===== src/rtl/param_bus_mux.sv =====
// Parametrised datapath bus mux: lowest-index drive enable wins the bus.
// Adds bus-keeper hold, optional output register, sticky conflict flag and transfer counter.
module param_bus_mux #(
  parameter int WIDTH      = 32,
  parameter int NUM_SRC    = 24,
  parameter int SEL_W      = 5,
  parameter bit REGISTERED = 1'b1,
  parameter int CNT_W      = 16
) (
  input  logic                     clk,
  input  logic                     clr,
  input  logic [NUM_SRC*WIDTH-1:0] src_data,
  input  logic [NUM_SRC-1:0]       src_out_en,
  input  logic                     conflict_clr,
  output logic [WIDTH-1:0]         bus_out,
  output logic [SEL_W-1:0]         bus_sel,
  output logic                     bus_valid,
  output logic                     conflict,
  output logic [CNT_W-1:0]         xfer_count
);

  generate
    if (NUM_SRC < 2 || NUM_SRC > 64 || (2 ** SEL_W) < NUM_SRC) begin : g_bad_param
      $error("param_bus_mux: illegal NUM_SRC/SEL_W combination");
    end
  endgenerate

  localparam logic [NUM_SRC-1:0] EN_ONE = NUM_SRC'(1);
  localparam logic [CNT_W-1:0]   CNT_MAX = '1;
  localparam logic [CNT_W-1:0]   CNT_ONE = CNT_W'(1);

  logic [SEL_W-1:0] win;
  logic [WIDTH-1:0] win_data;
  logic             any_en;
  logic             multi;

  logic [WIDTH-1:0] hold_q;
  logic [SEL_W-1:0] sel_q;
  logic             conflict_q;
  logic [CNT_W-1:0] cnt_q;

  // Scan from the top so the lowest enabled index is written last.
  always_comb begin
    win      = '0;
    win_data = '0;
    for (int i = NUM_SRC - 1; i >= 0; i--) begin
      if (src_out_en[i]) begin
        win      = SEL_W'(i);
        win_data = src_data[i*WIDTH +: WIDTH];
      end
    end
  end

  assign any_en = |src_out_en;
  assign multi  = |(src_out_en & (src_out_en - EN_ONE));

  always_ff @(posedge clk) begin
    if (clr) begin
      hold_q <= '0;
      sel_q  <= '0;
    end else if (any_en) begin
      hold_q <= win_data;
      sel_q  <= win;
    end
  end

  always_ff @(posedge clk) begin
    if (clr) begin
      conflict_q <= 1'b0;
    end else if (multi) begin
      conflict_q <= 1'b1;
    end else if (conflict_clr) begin
      conflict_q <= 1'b0;
    end
  end

  always_ff @(posedge clk) begin
    if (clr) begin
      cnt_q <= '0;
    end else if (any_en && cnt_q != CNT_MAX) begin
      cnt_q <= cnt_q + CNT_ONE;
    end
  end

  // Registered mode: the hold register doubles as the output register.
  generate
    if (REGISTERED) begin : g_reg
      logic valid_q;

      always_ff @(posedge clk) begin
        if (clr) begin
          valid_q <= 1'b0;
        end else begin
          valid_q <= any_en;
        end
      end

      assign bus_out   = hold_q;
      assign bus_sel   = sel_q;
      assign bus_valid = valid_q;
    end else begin : g_comb
      assign bus_out   = any_en ? win_data : hold_q;
      assign bus_sel   = any_en ? win : sel_q;
      assign bus_valid = any_en;
    end
  endgenerate

  assign conflict   = conflict_q;
  assign xfer_count = cnt_q;

endmodule


===== config.mk =====
export PLATFORM = sky130hd
export DESIGN_NAME = param_bus_mux
export DESIGN_NICKNAME = d
export VERILOG_FILES = /design/src/rtl/param_bus_mux.sv
export SDC_FILE = /design/constraint.sdc
export NUM_CORES = 1
export LEC_CHECK = 0
export BUFFER_PORTS_ARGS = -buffer_cell sky130_fd_sc_hd__buf_2
export CAP_MARGIN = 20
export CORE_AREA = 10 10 325 327
export DETAILED_ROUTE_END_ITERATION = 8
export DIE_AREA = 0 0 335 337
export MAX_ROUTING_LAYER = met4
export SLEW_MARGIN = 40
export SYNTH_ARGS = -nofsm -noshare
export SYNTH_HDL_FRONTEND = slang
export SYNTH_SLANG_ARGS = --single-unit

===== constraint.sdc =====
create_clock -name clk -period 1.9 [get_ports clk]
set_clock_uncertainty 0.15 [all_clocks]
set_input_delay 0.095 -clock clk [delete_from_list [all_inputs] [get_ports clk]]
set_output_delay 0.095 -clock clk [all_outputs]
set_load 0.05 [all_outputs]

==> impl.org <==
** Floorplan
- In this run the vertical extent of the chip is 337 microns.
- Horizontal extent of the die :: 335 microns
- After floorplanning, the core was divided into 116 placement rows.
- Die area :: 113000 sq um
- Boundary Pins :: 850
- The floorplan step defined a core boundary enclosing 99300 sq um.
- Starting Density :: 9.08%

** Detailed routing
- Iteration-0 DRC Markers :: 1464
- Total Routed Length :: 116000 microns
- After detailed routing, the number of remaining DRC violations is 0.
- DR pass1 iterations :: 5
- Final antenna-violating net count :: 0
- Across all layers, the routed design uses 17200 vias.
- In the final routed layout, each cell accounts on average for 30.9 microns.
- Number of vias per cell after detailed routing :: 4.57

** Global route
- Global routing consumed, over all layers together, 19.4% of the routing resources.
- Maximum number of pins on one net before global-route repair :: 56
- After global routing the overflow that remains totals 0.
- The first global-routing pass estimated 147000 microns of wire.
- The number of antenna violations at the first check in global routing came to 38.
- The via count of the first global-routing pass came to 17400.

** Clocking
- H-tree levels :: 2
- Worst skew pair latency :: 0.35 ns
- Clock Tree Buf Depth :: 2
- Clock tree synthesis found a total of 55 sinks.
- CTS tree :: done
- Counting the buffers created by CTS gives 5.
- Post-CTS clock slew at the launch and capture registers of the worst setup and hold paths :: 0.09 ns
- CTS root buf :: clkbuf_16

** Synthesis
- Proportion of synthesized chip area in sequential cells :: 12.2%
- Post-synth design cell area :: 9020 sq um
- After synthesis, the mean cell area works out to 7.11 sq um.
- The number of different library cells used by synthesis comes to 60.
- For this run, the leading register cell type out of synthesis is dfxtp_1.
- Synthesized net count :: 2065
- In this run, synthesis produced a sequential element count of 55.
- The synthesized design contains 0 enable-type register cells.
- Number of warnings reported in the yosys synthesis log :: 0
- Cell count after synthesis :: 1269
- Of all flip-flops after synthesis, the portion carrying an async set or reset was 0%.

** Timing
- Worst Setup Slack, final :: -0.0123 ns
- Static timing analysis puts the maximum clock frequency at 523 MHz.
- The final-report hold violation count is 0.
- Slew @ Worst Pin :: 0.674 ns
- Worst slew slack as a fraction of its limit :: 54.7%
- Share of the clock period used by the worst path after layout :: 101%
- Setup violations remaining at the end of the flow were counted as 2.
- Final Max Tran Viols :: 0
- For the finished layout, the period the worst path requires is 1.91 ns.
- Setup repair after global routing missed its margin :: yes
- Worst-case hold slack :: 0.0225 ns

** Critical path
- The startpoint identified for the worst register-to-register timing path is xfer_count[6]$_SDFFE_PP0P_.
- Top fanout value on the critical path :: 7
- CP endpoint :: bus_out[18]$_SDFFE_PP0P_
- Crit start category :: primary input
- Worst Setup End Kind :: flop
- Crit Reg-Reg Endpoint :: xfer_count[2]$_SDFFE_PP0P_
- At the worst endpoint, the arrival time is 2.00 ns.
- Critical path class :: primary input to flop
- Logic depth of the worst register-to-register path :: 6
- Data on the critical path is required at its endpoint by 1.99 ns.
- Minimum setup slack among reg-to-reg paths :: 0.08 ns
- Startpoint of the worst setup timing path :: src_out_en[18]

** Place
- Count of buffers from port buffering :: 849
- At the end of routability-driven placement, the weighted congestion stood at 1.02.
- Placed wire-length estimate :: 102000 microns

** Finish
- The library cells used most frequently in the layout, excluding fill and tap cells, are 833 x buf_2, 348 x buf_4, 138 x a21oi_1.
- After filler insertion, the fill cell instance count of the layout stands at 11300.
- Area growth syn-to-layout :: 121%
- Measured on the finished design, the core utilization comes to 20.1%.
- Leaving out fill and tap cells, the most frequent cell in the layout is buf_2.
- In the final layout, flip-flops and latches occupy 1120 sq um.
- The multi-input combinational cells in the finished layout cover a total of 8020 sq um.
- Fraction of layout cells with a size suffix above 1 :: 58.9%
- In the final design database the tool counted 3226 nets.

** Power and ir drop
- For this design the total switching power over the nets is 0.00319 W.
- For this design the static power due to leakage is 8.96 nW.
- Per report_power, the sequential group accounts for 18.7% of the total.
- Per report_power, the clock group accounts for 17.3% of the total.
- IR analysis of the VDD net gives a maximum drop of 0.346 mV.
- Dividing total power by cell area gives a power density of 345 nW/um^2.
- Total internal power :: 0.00368 W
- Total power for the finished layout comes to 0.00687 W.
- Net switching is 46.5% of the power.
- Per report_power, the combinational group accounts for 64.0% of the total.

** Min path
- Path type of the worst min-delay path :: primary input to flop

** Job
- Max-cap violation count :: 0

** Status
- Failing checks :: setup timing
- The run finished, with violations left.
per-layer routing:
metal  wire (microns)  global-route usage (%)  vias to the layer above
met5                0                       -                        -
met4             3230                    4.63                        0
met3             9560                    4.23                      174
met2            52500                    30.5                     1085
met1            50600                    25.2                     8341
li1                 -                       -                     7551
area by class of cell:
type                       instances  share of cell area, %
antenna                           24                  0.302
sequential                        55                   5.61
multi-input combinational        947                   40.3
timing repair buffer            1304                   42.7
clock buffer                       5                  0.628
clock inverter                     3                  0.144
tap                             1298                   8.15
inverter                         117                   2.20
cells in the mapped netlist, types with 6 or more instances:
cell type | count | area [sq um]
nand2_1 | 26 | 97.6
buf_6 | 6 | 67.6
a221oi_1 | 157 | 1380
a221o_1 | 90 | 901
nor3_1 | 6 | 30.0
a21oi_1 | 151 | 756
o31ai_1 | 29 | 218
o311ai_0 | 27 | 236
nor2_1 | 60 | 225
xor2_1 | 9 | 78.8
nor4_1 | 9 | 56.3
a22oi_1 | 37 | 278
dfxtp_1 | 55 | 1100
o21ai_0 | 50 | 250
a211o_1 | 28 | 245
nand2b_1 | 7 | 43.8
o221ai_1 | 31 | 272
nor2b_1 | 69 | 432
a2111oi_2 | 20 | 300
a2111oi_0 | 12 | 105
nand3_1 | 14 | 70.1
buf_1 | 15 | 56.3
clkbuf_1 | 106 | 398
nand4_1 | 8 | 50.1
o22ai_1 | 32 | 200
inv_1 | 117 | 439
buf_2 | 23 | 115
a31oi_1 | 7 | 43.8
power by group through the flow:
stage | Combinational, W | Sequential, W | Clock, W
5_1_grt | 0.00465 | 0.00129 | 0.00126
3_3_place_gp | 0.00395 | 0.00130 | 0
3_5_place_dp | 0.00395 | 0.00130 | 0
6_report | 0.00440 | 0.00128 | 0.00119
2_1_floorplan | 0.00115 | 0.00151 | 0
4_1_cts | 0.00423 | 0.00128 | 0.00125
critical path, stage by stage:
cell and delay, ns:
buf_6 0.12, buf_12 0.12, buf_12 0.13, buf_4 0.17
buf_4 0.16, a221o_1 0.31, a21oi_1 0.22, a2111oi_4 0.14
o31ai_4 0.26, buf_6 0.19, a21oi_1 0.07
state kept, by name, summed over array words and instances, names as in the netlist:
register and count:
conflict 1, bus_out 32, bus_valid 1, bus_sel 5, xfer_count 16
worst min-delay path by stage:
stage	start	endpoint	slack (ns)	depth (start not counted)
2_1_floorplan	src_out_en[4]	bus_sel[3]$_SDFFE_PP0P_	0.12	3
3_3_place_gp	bus_out[13]$_SDFFE_PP0P_	bus_out[13]$_SDFFE_PP0P_	0.31	2
3_5_place_dp	bus_out[13]$_SDFFE_PP0P_	bus_out[13]$_SDFFE_PP0P_	0.32	2
4_1_cts	src_data[117]	bus_out[21]$_SDFFE_PP0P_	0.002	4
5_1_grt	src_data[176]	bus_out[16]$_SDFFE_PP0P_	0.02	5
6_report	src_data[176]	bus_out[16]$_SDFFE_PP0P_	0.02	5
kinds of logic (layout without fill, tap and decap cells):
logic type / Yosys count / count (layout) / share of synthesized area (%)
buffers and inverters: 267 / 1429 / 11.9
other: 0 / 24 / 0
AO/OA/AOI/OAI: 698 / 698 / 59.9
AND/OR/NAND/NOR: 232 / 232 / 14.2
flip-flops: 55 / 55 / 12.2
multiplexers: 2 / 2 / 0.222
adder cells (fa/ha/maj): 2 / 2 / 0.250
XOR/XNOR: 13 / 13 / 1.26
metrics by stage:
step | TNS [ns] | std cells | cell area, sq um | setup slack [ns]
after detailed placement | -26.79 | 3648 | 17700 | -1.05
after global placement | -37.05 | 3648 | 17700 | -1.35
after CTS | -0.0737 | 3714 | 19100 | -0.0451
after global routing | -0.378 | 3744 | 19900 | -0.113
after floorplan | -0.0335 | 1269 | 9040 | -0.0335
final | -0.0148 | 3753 | 19900 | -0.0123
timing repair:
action,in CTS,in global routing
setup endpoints to repair,30,42
pin swaps,21,38
hold buffers,45,0
gates resized for setup,127,112
buffers inserted,21,16
endpoints found under the hold margin,22,0
gates cloned,0,2
No activity file was read; power rests on OpenSTA's default activity.
